<file path="config.mk">
export PLATFORM = sky130hd
export DESIGN_NAME = alu_result_serializer
export DESIGN_NICKNAME = d
export VERILOG_FILES = /design/src/rtl/alu_result_serializer.sv
export SDC_FILE = /design/constraint.sdc
export NUM_CORES = 1
export LEC_CHECK = 0
export CORE_MARGIN = 2
export CORE_UTILIZATION = 40
export DETAILED_ROUTE_END_ITERATION = 16
export GPL_TIMING_DRIVEN = 0
export PLACE_DENSITY_LB_ADDON = 0.1
export SLEW_MARGIN = 25
export SYNTH_ARGS = -nofsm -noshare
export SYNTH_HDL_FRONTEND = slang
export SYNTH_SLANG_ARGS = --single-unit
</file>
<file path="constraint.sdc">
create_clock -name CLK -period 3.3 [get_ports CLK]
set_clock_uncertainty 0.1 [all_clocks]
set_input_delay 0.33 -clock CLK [delete_from_list [all_inputs] [get_ports CLK]]
set_output_delay 0.33 -clock CLK [all_outputs]
set_load 0.01 [all_outputs]
</file>
<file path="src/rtl/alu_result_serializer.sv">
// Buffers ALU result words in a small FIFO and streams each word out LSB byte first
// over a valid/ready byte handshake, with overflow reporting when the buffer is full.
module alu_result_serializer #(
    parameter int DATA_WIDTH = 16,
    parameter int BYTE_WIDTH = 8,
    parameter int FIFO_DEPTH = 4
) (
    input  logic                  CLK,
    input  logic                  RST,
    input  logic [DATA_WIDTH-1:0] RES_DATA,
    input  logic                  RES_VALID,
    output logic [BYTE_WIDTH-1:0] TX_DATA,
    output logic                  TX_VALID,
    input  logic                  TX_READY,
    output logic                  FIFO_FULL,
    output logic                  OVERFLOW,
    output logic                  BUSY
);

    localparam int NUM_BYTES = DATA_WIDTH / BYTE_WIDTH;
    localparam int PTR_W     = (FIFO_DEPTH > 1) ? $clog2(FIFO_DEPTH) : 1;
    localparam int CNT_W     = $clog2(FIFO_DEPTH + 1);
    localparam int BCNT_W    = (NUM_BYTES > 1) ? $clog2(NUM_BYTES) : 1;

    localparam logic [CNT_W-1:0]  DEPTH_C   = CNT_W'(FIFO_DEPTH);
    localparam logic [BCNT_W-1:0] LAST_BYTE = BCNT_W'(NUM_BYTES - 1);

    typedef enum logic {
        IDLE = 1'b0,
        SEND = 1'b1
    } state_e;

    state_e                state_q, state_d;
    logic [DATA_WIDTH-1:0] mem_q [FIFO_DEPTH];
    logic [PTR_W-1:0]      wr_ptr_q, wr_ptr_d;
    logic [PTR_W-1:0]      rd_ptr_q, rd_ptr_d;
    logic [CNT_W-1:0]      count_q, count_d;
    logic [DATA_WIDTH-1:0] shift_q, shift_d;
    logic [BCNT_W-1:0]     byte_cnt_q, byte_cnt_d;
    logic                  full_q, full_d;
    logic                  overflow_q, overflow_d;

    logic fifo_empty;
    logic handshake;
    logic last_byte;
    logic push;
    logic pop;

    assign fifo_empty = (count_q == '0);
    assign handshake  = (state_q == SEND) && TX_READY;
    assign last_byte  = (byte_cnt_q == LAST_BYTE);

    // Fullness uses the pre-edge count, so a same-cycle pop never rescues a word.
    assign push = RES_VALID && (count_q != DEPTH_C);
    assign pop  = !fifo_empty && ((state_q == IDLE) || (handshake && last_byte));

    always_comb begin
        wr_ptr_d   = wr_ptr_q;
        rd_ptr_d   = rd_ptr_q;
        count_d    = count_q;
        if (push) begin
            wr_ptr_d = wr_ptr_q + PTR_W'(1);
        end
        if (pop) begin
            rd_ptr_d = rd_ptr_q + PTR_W'(1);
        end
        case ({push, pop})
            2'b10:   count_d = count_q + CNT_W'(1);
            2'b01:   count_d = count_q - CNT_W'(1);
            default: count_d = count_q;
        endcase
        full_d     = (count_d == DEPTH_C);
        overflow_d = RES_VALID && (count_q == DEPTH_C);
    end

    always_comb begin
        shift_d    = shift_q;
        byte_cnt_d = byte_cnt_q;
        if (pop) begin
            shift_d    = mem_q[rd_ptr_q];
            byte_cnt_d = '0;
        end else if (handshake && !last_byte) begin
            shift_d    = shift_q >> BYTE_WIDTH;
            byte_cnt_d = byte_cnt_q + BCNT_W'(1);
        end
    end

    // Storage carries no reset; only entries below count_q are ever read.
    always_ff @(posedge CLK) begin
        if (push) begin
            mem_q[wr_ptr_q] <= RES_DATA;
        end
    end

    always_ff @(posedge CLK or negedge RST) begin
        if (!RST) begin
            wr_ptr_q   <= '0;
            rd_ptr_q   <= '0;
            count_q    <= '0;
            full_q     <= 1'b0;
            overflow_q <= 1'b0;
            shift_q    <= '0;
            byte_cnt_q <= '0;
        end else begin
            wr_ptr_q   <= wr_ptr_d;
            rd_ptr_q   <= rd_ptr_d;
            count_q    <= count_d;
            full_q     <= full_d;
            overflow_q <= overflow_d;
            shift_q    <= shift_d;
            byte_cnt_q <= byte_cnt_d;
        end
    end

    always_ff @(posedge CLK or negedge RST) begin
        if (!RST) begin
            state_q <= IDLE;
        end else begin
            state_q <= state_d;
        end
    end

    always_comb begin
        state_d = state_q;
        case (state_q)
            IDLE: begin
                if (!fifo_empty) begin
                    state_d = SEND;
                end
            end
            SEND: begin
                if (handshake && last_byte && fifo_empty) begin
                    state_d = IDLE;
                end
            end
            default: state_d = IDLE;
        endcase
    end

    always_comb begin
        TX_VALID  = 1'b0;
        TX_DATA   = '0;
        if (state_q == SEND) begin
            TX_VALID = 1'b1;
            TX_DATA  = shift_q[BYTE_WIDTH-1:0];
        end
        BUSY      = (state_q == SEND) || !fifo_empty;
        FIFO_FULL = full_q;
        OVERFLOW  = overflow_q;
    end

endmodule

</file>
==> impl_metrics.tcl, run 1 <==
set metrics [dict create \
    num_rows 35 \
    yosysWarnings 0 \
    placed_cell_area_um2 4130 \
    detail_route.iter0.violations 53 \
    htree_levels 3 \
    p_sw_mw 1.20 \
    grt_max_degree 28 \
    grt_pass1_vias 1900 \
    wl_per_cell_um 17.6 \
    cts_tree "yes" \
    root_buffer "clkbuf_8" \
    finalCritPeriodShare 0.845 \
    synth_mux_area_frac 0.126 \
    clock_path_buffers 2 \
    synth_area_leader_cell "edfxtp_1" \
    critPathKind "reg2reg" \
    synth.net_count 238 \
    insertedDiodeCount 0 \
    synth_xor_area_frac 0.0119 \
    num_vias 1841 \
    start_util 0.405 \
    status "finished, final reports clean" \
    synth_top_family_by_area "multiplexers" \
    die_h_um 100 \
    dieArea_um2 10000 \
    design.core.area_um2 9110 \
    ys_types 30 \
    yosys-top-cells-area "edfxtp_1, dfrtp_1, mux4_2" \
    fin_ws_ns 0.511 \
    fill_cells 821 \
    worst_slew_pin_slew_ns 0.953 \
    synth_compound_area_frac 0.0404 \
    cp_slowest_stage_delay_ns 0.45 \
    yosysMostFrequentCell "edfxtp_1" \
    pwr-share-clk 0.211 \
    yosysSeqAreaShare 0.705 \
    synth_adder_area_share 0.0224 \
    ys_async_sr_fraction 0.297 \
    cp-start-kind "register" \
    synthSimpleGateAreaFrac 0.0665 \
    yosys-top-cells-count "edfxtp_1, dfrtp_1, nand3_1" \
    crit_slowest_cell "dfrtp_1" \
    synth_flop_cell "edfxtp_1" \
    drv_slew 0 \
    finalNetCount 281 \
    hold_violations 0 \
    ys_ff_latch 91 \
    leakage_nw 1.60 \
    fmax_ghz 0.358 \
    ant_nets 0 \
    grt_overflow_total 0 \
    first_pass_iters 4 \
    pwr_density_cell_nw_per_um2 881 \
    clock_latency_ns 0.34 \
    min_path_type "reg2reg" \
    clk_pin_slew_worst_paths_ns 0.09 \
    die_x_um 100 \
    pwr-share-comb 0.351 \
    finalInstanceArea_um2 4360 \
    drv_cap 0 \
    routabilityCongestion 0.707 \
    grt_antenna_before_repair 0 \
    grt_pass1_wl_um 10400 \
    seq_power_share 0.438 \
    grt_use_total 0.140 \
    yosysTopAreaCellShare 0.521 \
    remaining_drc_errors 0 \
    setup_tns_ns 0 \
    arrival_ns 2.94 \
    cts_resized 0 \
    finalSetupViolations 0 \
    period_needed_ns 2.79 \
    routed_wirelength_um 6530 \
    crit_chain "or3_1, and2_4, buf_6, buf_6, ha_1, fa_1, xnor2_1, or3_1, a211oi_1" \
    synth.avg_cell_area_um2 17.4 \
    worst_setup_path_end_kind "register" \
    fin_util 0.478 \
    place_ws_ns 0.155 \
    power.internal_mw 2.64 \
    swShare 0.312 \
    peakVddDrop_v 0.000315 \
    via_per_inst 4.96 \
    area_delta_synth_final_pct 18.2 \
    slew_headroom 0.365 \
    cp_max_fo 10 \
    drive_above_1_share 0.215 \
    dp_hpwl_um 4240 \
    io_pins 32 \
    rsz0062_at_grt "no" \
    synth-edff-count 64 \
    syn_inst 212 \
    numCtsBuffers 9 \
    hold_buffers 1 \
    crit_family "simple AND/OR/NAND/NOR gates" \
    io_buffers 31 \
    worst-path-buf-inv 2 \
    required_ns 3.45 \
    syn_area_um2 3690 \
    cts.sinks 91 \
    post-cts-setup-buffer-count 0 \
]
## kinds of logic after synthesis
kind of cell | count (synthesis)
compound gates | 21
simple gates | 46
flops | 91
fa+ha+maj | 6
buf+inv | 17
xor+xnor | 5
mux | 26
## registers in the layout, indices dropped and copies added (netlist names)
name	cells
state_q	1
wr_ptr_q	2
shift_q	16
FIFO_FULL	1
OVERFLOW	1
byte_cnt_q	1
rd_ptr_q	2
count_q	3
mem_q	64
## power by group through the flow
stage                     Sequential (mW)  Clock [mW]  Combinational [mW]
after floorplan                      1.66           0               0.979
final                                1.68       0.811                1.35
after CTS                            1.68       0.833                1.38
after detailed placement             1.71           0                1.38
after global routing                 1.72       0.877                1.49
after global placement               1.70           0                1.36
## worst paths after layout
kind	from	to	slack, ns	cells after the start
hold / removal	shift_q[10]$_DFFE_PN0P_	shift_q[10]$_DFFE_PN0P_	0.43	2
setup reg to reg	count_q[0]$_DFF_PN0_	FIFO_FULL$_DFF_PN0_	0.51	9
setup / recovery	count_q[0]$_DFF_PN0_	FIFO_FULL$_DFF_PN0_	0.51	9
min in group asynchronous	RST	shift_q[6]$_DFFE_PN0P_	0.44	2
max in group asynchronous	RST	shift_q[1]$_DFFE_PN0P_	2.25	2
hold reg to reg	shift_q[10]$_DFFE_PN0P_	shift_q[10]$_DFFE_PN0P_	0.43	2
## final cells by class
cell class,count,area [um2],area share
Buffer,13,90.1,0.0207
Clock buffer,10,128,0.0293
Clock inverter,6,88.8,0.0204
Inverter,4,15.0,0.00345
Multi-Input combinational cell,104,983,0.226
Sequential cell,91,2600,0.596
Tap cell,111,139,0.0319
Timing Repair Buffer,32,315,0.0724
## layout by cell type, fill, tap and decap left out, types with 4 or more instances in the layout
master           synthesis  final
and2_1                  12     12
buf_2                    6      7
buf_6                    4      4
clkbuf_8                 0      9
clkdlybuf4s50_1          0     30
dfrtp_1                 27     27
edfxtp_1                64     64
ha_1                     5      5
inv_1                    4      4
mux2i_1                  8      8
mux4_2                  16     16
nand2_1                  9      9
nand3_1                 17     17
o21ai_0                  9      9
o21ai_2                  9      9
xnor2_1                  4      4
## layer usage
layer / vias to the layer above / GRT usage / routed length, um / share of wire
li1: 885 / - / - / -
met1: 904 / 0.199 / 3150 / 0.48
met2: 43 / 0.217 / 3030 / 0.46
met3: 9 / 0.0244 / 250 / 0.038
met4: 0 / 0.0569 / 99 / 0.015
met5: - / 0 / 0 / 0
## stage by stage
stage	cells	power, mW	hold WS (ns)
CTS	371	3.90	0.435
detailed placement	354	3.09	0.287
floorplan	212	2.64	-0.0656
finish	371	3.84	0.431
global route	371	4.08	0.453
global placement	354	3.06	0.426
## tightest hold or removal path, stage by stage, from the launching register on
cell     delay [ns]
dfrtp_1        0.38
nand2_1        0.07
o21ai_2        0.05
No activity file was read; power rests on OpenSTA's default activity.
==> inputs of run 2 (changes only) <==
Clock period 3.3 ns to 2.3 ns, I/O delays scaled along.
==> run 2 against run 1 <==
Compared with the run above: the flow now finishes with violations (setup timing); setup slack worse by 0.54 ns; routed wire length up 1.1%; fmax up 20%; worst hold slack worse by 0.11 ns; clock-buffer cell count down 1; first-iteration DRC count up 1.9%; critical path depth down 2; final cell count unchanged; via count up 2.4%; sequential power up 43%; largest cell class unchanged.
==> impl_metrics.tcl, run 2 (synthesized netlist as in run 1, its figures left out) <==
set metrics [dict create \
    status "complete, but fails checks" \
    violations "setup timing" \
    slew_headroom 0.350 \
    num_rows 35 \
    largestRegisters "mem_q x64, shift_q x16, count_q x3" \
    grt_pass1_vias 1943 \
    largest_register_ffs 64 \
    root_buffer "clkbuf_8" \
    crit_path_frequent_cell "or3_4" \
    grt_overflow_total 0 \
    numCtsBuffers 9 \
    reg2reg_to "FIFO_FULL$_DFF_PN0_" \
    worst-path-buf-inv 0 \
    final_common_cell "edfxtp_1" \
    grt_max_degree 28 \
    crit_slowest_cell "dfrtp_2" \
    clock_latency_ns 0.36 \
    detail_route.iter0.violations 54 \
    finalNetCount 281 \
    worst_setup_path_end_kind "register" \
    dp_hpwl_um 4160 \
    grt_use_total 0.144 \
    num_vias 1886 \
    reg2reg_from "count_q[0]$_DFF_PN0_" \
    grt_antenna_before_repair 0 \
    start_util 0.405 \
    rsz0062_at_grt "yes" \
    arrival_ns 2.50 \
    fmax_ghz 0.430 \
    io_pins 32 \
    crit_family "simple AND/OR/NAND/NOR gates" \
    fin_hold_ws_ns 0.325 \
    cp-start-kind "register" \
    cp_slowest_stage_delay_ns 0.42 \
    min_path_type "in2async" \
    regMostFlops "mem_q" \
    drv_cap 0 \
    cts_tree "yes" \
    finalCritPeriodShare 1.01 \
    cp_max_fo 2 \
    period_needed_ns 2.32 \
    worst_slew_pin_slew_ns 0.976 \
    required_ns 2.47 \
    dieArea_um2 10000 \
    crit_start "count_q[0]$_DFF_PN0_" \
    remaining_drc_errors 0 \
    die_x_um 100 \
    cts.sinks 91 \
    io_buffers 31 \
    hold_violations 0 \
    insertedDiodeCount 0 \
    ant_nets 0 \
    area_delta_synth_final_pct 18.2 \
    r2r_cells 7 \
    fin_ws_ns -0.0249 \
    crit_chain "or3_4, and2_4, ha_4, fa_2, xnor2_1, or3_4, a211oi_2" \
    htree_levels 3 \
    final_cell_mix "edfxtp_1, clkdlybuf4s50_1, dfrtp_1, nand3_1, mux4_2" \
    post-place-cells 354 \
    critPathKind "reg2reg" \
    grt_pass1_wl_um 10500 \
    via_per_inst 5.08 \
    final_cells 371 \
    first_pass_iters 4 \
    drive_above_1_share 0.250 \
    design.core.area_um2 9110 \
    place_ws_ns -0.566 \
    wl_per_cell_um 17.8 \
    clock_path_buffers 2 \
    die_h_um 100 \
    drv_slew 0 \
    routabilityCongestion 0.678 \
    leakage_nw 1.58 \
    clk_pin_slew_worst_paths_ns 0.09 \
    pwr_density_cell_nw_per_um2 1240 \
    routed_wirelength_um 6600 \
    finalSetupViolations 1 \
    peakVddDrop_v 0.000396 \
    r2r_setup_slack_ns -0.02 \
    total_power_mw 5.40 \
]
[run 2: cell types whose count changed in the layout (fill, tap and decap cells not counted), sizes merged]
cell | previous run | this run
bufinv | 2 | 0
clkbuf | 11 | 10
clkdlybuf4s50 | 30 | 29
clkinv | 1 | 3
clkinvlp | 1 | 3
dlygate4sd2 | 0 | 1
inv | 6 | 5
[run 2: final cells by class]
cell class	instances	area (um2)
Multi-Input combinational cell	104	1020
Fill cell	811	4750
Tap cell	111	139
Buffer	10	65.1
Inverter	4	15.0
Timing Repair Buffer	35	337
Sequential cell	91	2600
Clock inverter	7	52.6
Clock buffer	9	124
[run 2: stage by stage]
| step | setup TNS [ns] | util | instance area [um2] |
|---|---|---|---|
| 2_1_floorplan | -0.272 | - | 3710 |
| 3_3_place_gp | -14.29 | 0.456 | 4160 |
| 3_5_place_dp | -15.78 | 0.456 | 4150 |
| 4_1_cts | -0.0436 | 0.477 | 4350 |
| 5_1_grt | -0.0869 | 0.478 | 4360 |
| 6_report | -0.0249 | 0.478 | 4360 |
[run 2: what timing repair did]
item | 4_1_cts | 5_1_grt
buffers inserted | 3 | 0
pin swaps | 2 | 0
endpoints found under the hold margin | 27 | 0
gates resized for setup | 6 | 3
hold buffers | 1 | 0
setup endpoints to repair | 68 | 39
[run 2: how the worst max path moves through the flow]
stage / slack, ns / cells after the start / end
after CTS: -0.04 / 7 / FIFO_FULL$_DFF_PN0_
after detailed placement: -0.57 / 11 / FIFO_FULL$_DFF_PN0_
after global routing: -0.09 / 7 / FIFO_FULL$_DFF_PN0_
after global placement: -0.58 / 11 / FIFO_FULL$_DFF_PN0_
after floorplan: -0.21 / 9 / FIFO_FULL$_DFF_PN0_
final: -0.02 / 7 / FIFO_FULL$_DFF_PN0_
[run 2: metal layers]
layer | global-route usage | routed length, um
met1 | 0.200 | 3230
met2 | 0.219 | 3080
met4 | 0.0537 | 93
met3 | 0.0383 | 207
met5 | 0 | 0
[run 2: power by group]
group	switching (mW)	leakage [nW]	total, mW	internal, mW
Sequential	0.172	0.918	2.40	2.23
Clock	0.576	0.0795	0.973	0.396
Combinational	1.04	0.578	2.02	0.985
Total	1.79	1.58	5.40	3.61
==> inputs of run 3 (changes only) <==
Settings changed: GPL_TIMING_DRIVEN 0 to 1.
==> run 3 against run 2 <==
Compared with the run above: the flow now finishes without violations; routed wire length decreased by 2.2%; critical endpoint unchanged; fmax increased by 3.0%; combinational power increased by 3%; power increased by 4.8%; non-clock buffer count increased by 3; final cell count increased by 0.81%; largest cell class unchanged; setup slack improved by 0.067 ns; largest power group unchanged; die area unchanged; register-to-register slack improved by 0.07 ns.
==> impl_metrics.tcl, run 3 (synthesized netlist as in run 1, its figures left out) <==
set metrics [dict create \
    status "finished, final reports clean" \
    cts_tree "yes" \
    crit_chain "or3_4, and2_4, ha_4, fa_2, xnor2_1, or3_1, a211oi_2" \
    first_pass_iters 4 \
    io_buffers 31 \
    via_per_inst 5.05 \
    post-place-cells 358 \
    crit_slowest_cell "or3_4" \
    fmax_ghz 0.443 \
    pwr_density_cell_nw_per_um2 1260 \
    peakVddDrop_v 0.000424 \
    finalInstanceArea_um2 4480 \
    die_h_um 100 \
    fill_cells 784 \
    leakage_nw 1.64 \
    reg2reg_from "count_q[0]$_DFF_PN0_" \
    endpoint "FIFO_FULL$_DFF_PN0_" \
    root_buffer "clkbuf_8" \
    grt_antenna_before_repair 0 \
    crit_cells 7 \
    dp_hpwl_um 4110 \
    wl_per_cell_um 17.3 \
    placed_cell_area_um2 4250 \
    hold_violations 0 \
    grt_use_total 0.146 \
    fin_util 0.492 \
    slew_headroom 0.759 \
    remaining_drc_errors 0 \
    detail_route.iter0.violations 81 \
    fin_hold_ws_ns 0.153 \
    period_needed_ns 2.26 \
    critPathKind "reg2reg" \
    grt_pass1_vias 1996 \
    routed_wirelength_um 6460 \
    area_delta_synth_final_pct 21.5 \
    place_ws_ns -0.102 \
    drv_slew 0 \
    drv_cap 0 \
    cp_max_fo 2 \
    dieArea_um2 10000 \
    clock_path_buffers 2 \
    worst-path-buf-inv 0 \
    crit_family "simple AND/OR/NAND/NOR gates" \
    numCtsBuffers 9 \
    required_ns 2.47 \
    rsz0062_at_grt "yes" \
    cp_slowest_stage_delay_ns 0.39 \
    ant_nets 0 \
    grt_max_degree 28 \
    r2r_cells 7 \
    die_x_um 100 \
    start_util 0.405 \
    final_common_cell "edfxtp_1" \
    worst_setup_path_end_kind "register" \
    insertedDiodeCount 0 \
    min_path_type "in2async" \
    clk_pin_slew_worst_paths_ns 0.09 \
    htree_levels 3 \
    cp-start-kind "register" \
    finalSetupViolations 0 \
    largestRegisters "mem_q x64, shift_q x16, count_q x3" \
    reg2reg_to "FIFO_FULL$_DFF_PN0_" \
    grt_pass1_wl_um 10800 \
    routabilityCongestion 0.748 \
    crit_start "count_q[0]$_DFF_PN0_" \
    finalNetCount 284 \
    cts.sinks 91 \
    clock_latency_ns 0.35 \
    io_pins 32 \
    fin_ws_ns 0.0420 \
    drive_above_1_share 0.251 \
    num_rows 35 \
    largest_register_ffs 64 \
    finalCritPeriodShare 0.982 \
    total_power_mw 5.66 \
    final_cells 374 \
    regMostFlops "mem_q" \
    worst_slew_pin_slew_ns 0.361 \
    setup_tns_ns 0 \
    grt_overflow_total 0 \
    design.core.area_um2 9110 \
    r2r_setup_slack_ns 0.04 \
    arrival_ns 2.43 \
    final_cell_mix "edfxtp_1, clkdlybuf4s50_1, dfrtp_1, nand3_1, mux4_2" \
    num_vias 1890 \
]
## run 3: cell count changes in the layout (fill, tap and decap cells not counted), sizes merged
cell / previous run / this run
dlygate4sd3: 1 / 0
bufinv: 0 / 2
clkinvlp: 3 / 2
clkinv: 3 / 1
buf: 13 / 17
clkdlybuf4s50: 29 / 30
## run 3: worst min-delay path by stage
| stage | from | endpoint | slack [ns] | cells past startpoint |
|---|---|---|---|---|
| 3_5_place_dp | shift_q[12]$_DFFE_PN0P_ | shift_q[12]$_DFFE_PN0P_ | 0.42 | 2 |
| 3_3_place_gp | shift_q[11]$_DFFE_PN0P_ | shift_q[11]$_DFFE_PN0P_ | 0.41 | 2 |
| 4_1_cts | RST | FIFO_FULL$_DFF_PN0_ | 0.16 | 2 |
| 2_1_floorplan | RST | FIFO_FULL$_DFF_PN0_ | -0.17 | 0 |
| 6_report | RST | shift_q[5]$_DFFE_PN0P_ | 0.15 | 2 |
| 5_1_grt | RST | shift_q[5]$_DFFE_PN0P_ | 0.18 | 2 |
## run 3: power by group
| part | switching [mW] | internal [mW] |
|---|---|---|
| combinational | 1.02 | 1.07 |
| clock | 0.554 | 0.614 |
| sequential | 0.176 | 2.22 |
## run 3: cell type report
class,instances,area (um2),area share
inverter,4,15.0,0.00335
multi-input combinational,104,1010,0.225
timing repair buffer,48,503,0.112
clock buffer,10,128,0.0285
sequential,91,2600,0.580
tap,111,139,0.0310
clock inverter,6,88.8,0.0198
## run 3: worst reg2reg max path, delay by kind of cell, from the launching register on
family | cells | cell delay [ns]
compound gates | 1 | 0.18
xor+xnor | 1 | 0.14
fa+ha+maj | 2 | 0.49
flops | 1 | 0.38
simple gates | 3 | 0.89
## run 3: what timing repair did
| item | in CTS | in global routing |
|---|---|---|
| buffers inserted | 0 | 0 |
| pin swaps | 0 | 0 |
| hold buffers | 0 | 0 |
| setup endpoints to repair | 1 | 1 |
| resized for setup | 2 | 2 |
## run 3: layer usage
metal / share of wire / GRT usage / vias to the layer above / routed length (um)
li1: - / - / 890 / -
met1: 0.47 / 0.194 / 958 / 3020
met2: 0.48 / 0.236 / 32 / 3120
met3: 0.030 / 0.0313 / 10 / 191
met4: 0.018 / 0.0601 / 0 / 119
met5: 0 / 0 / - / 0
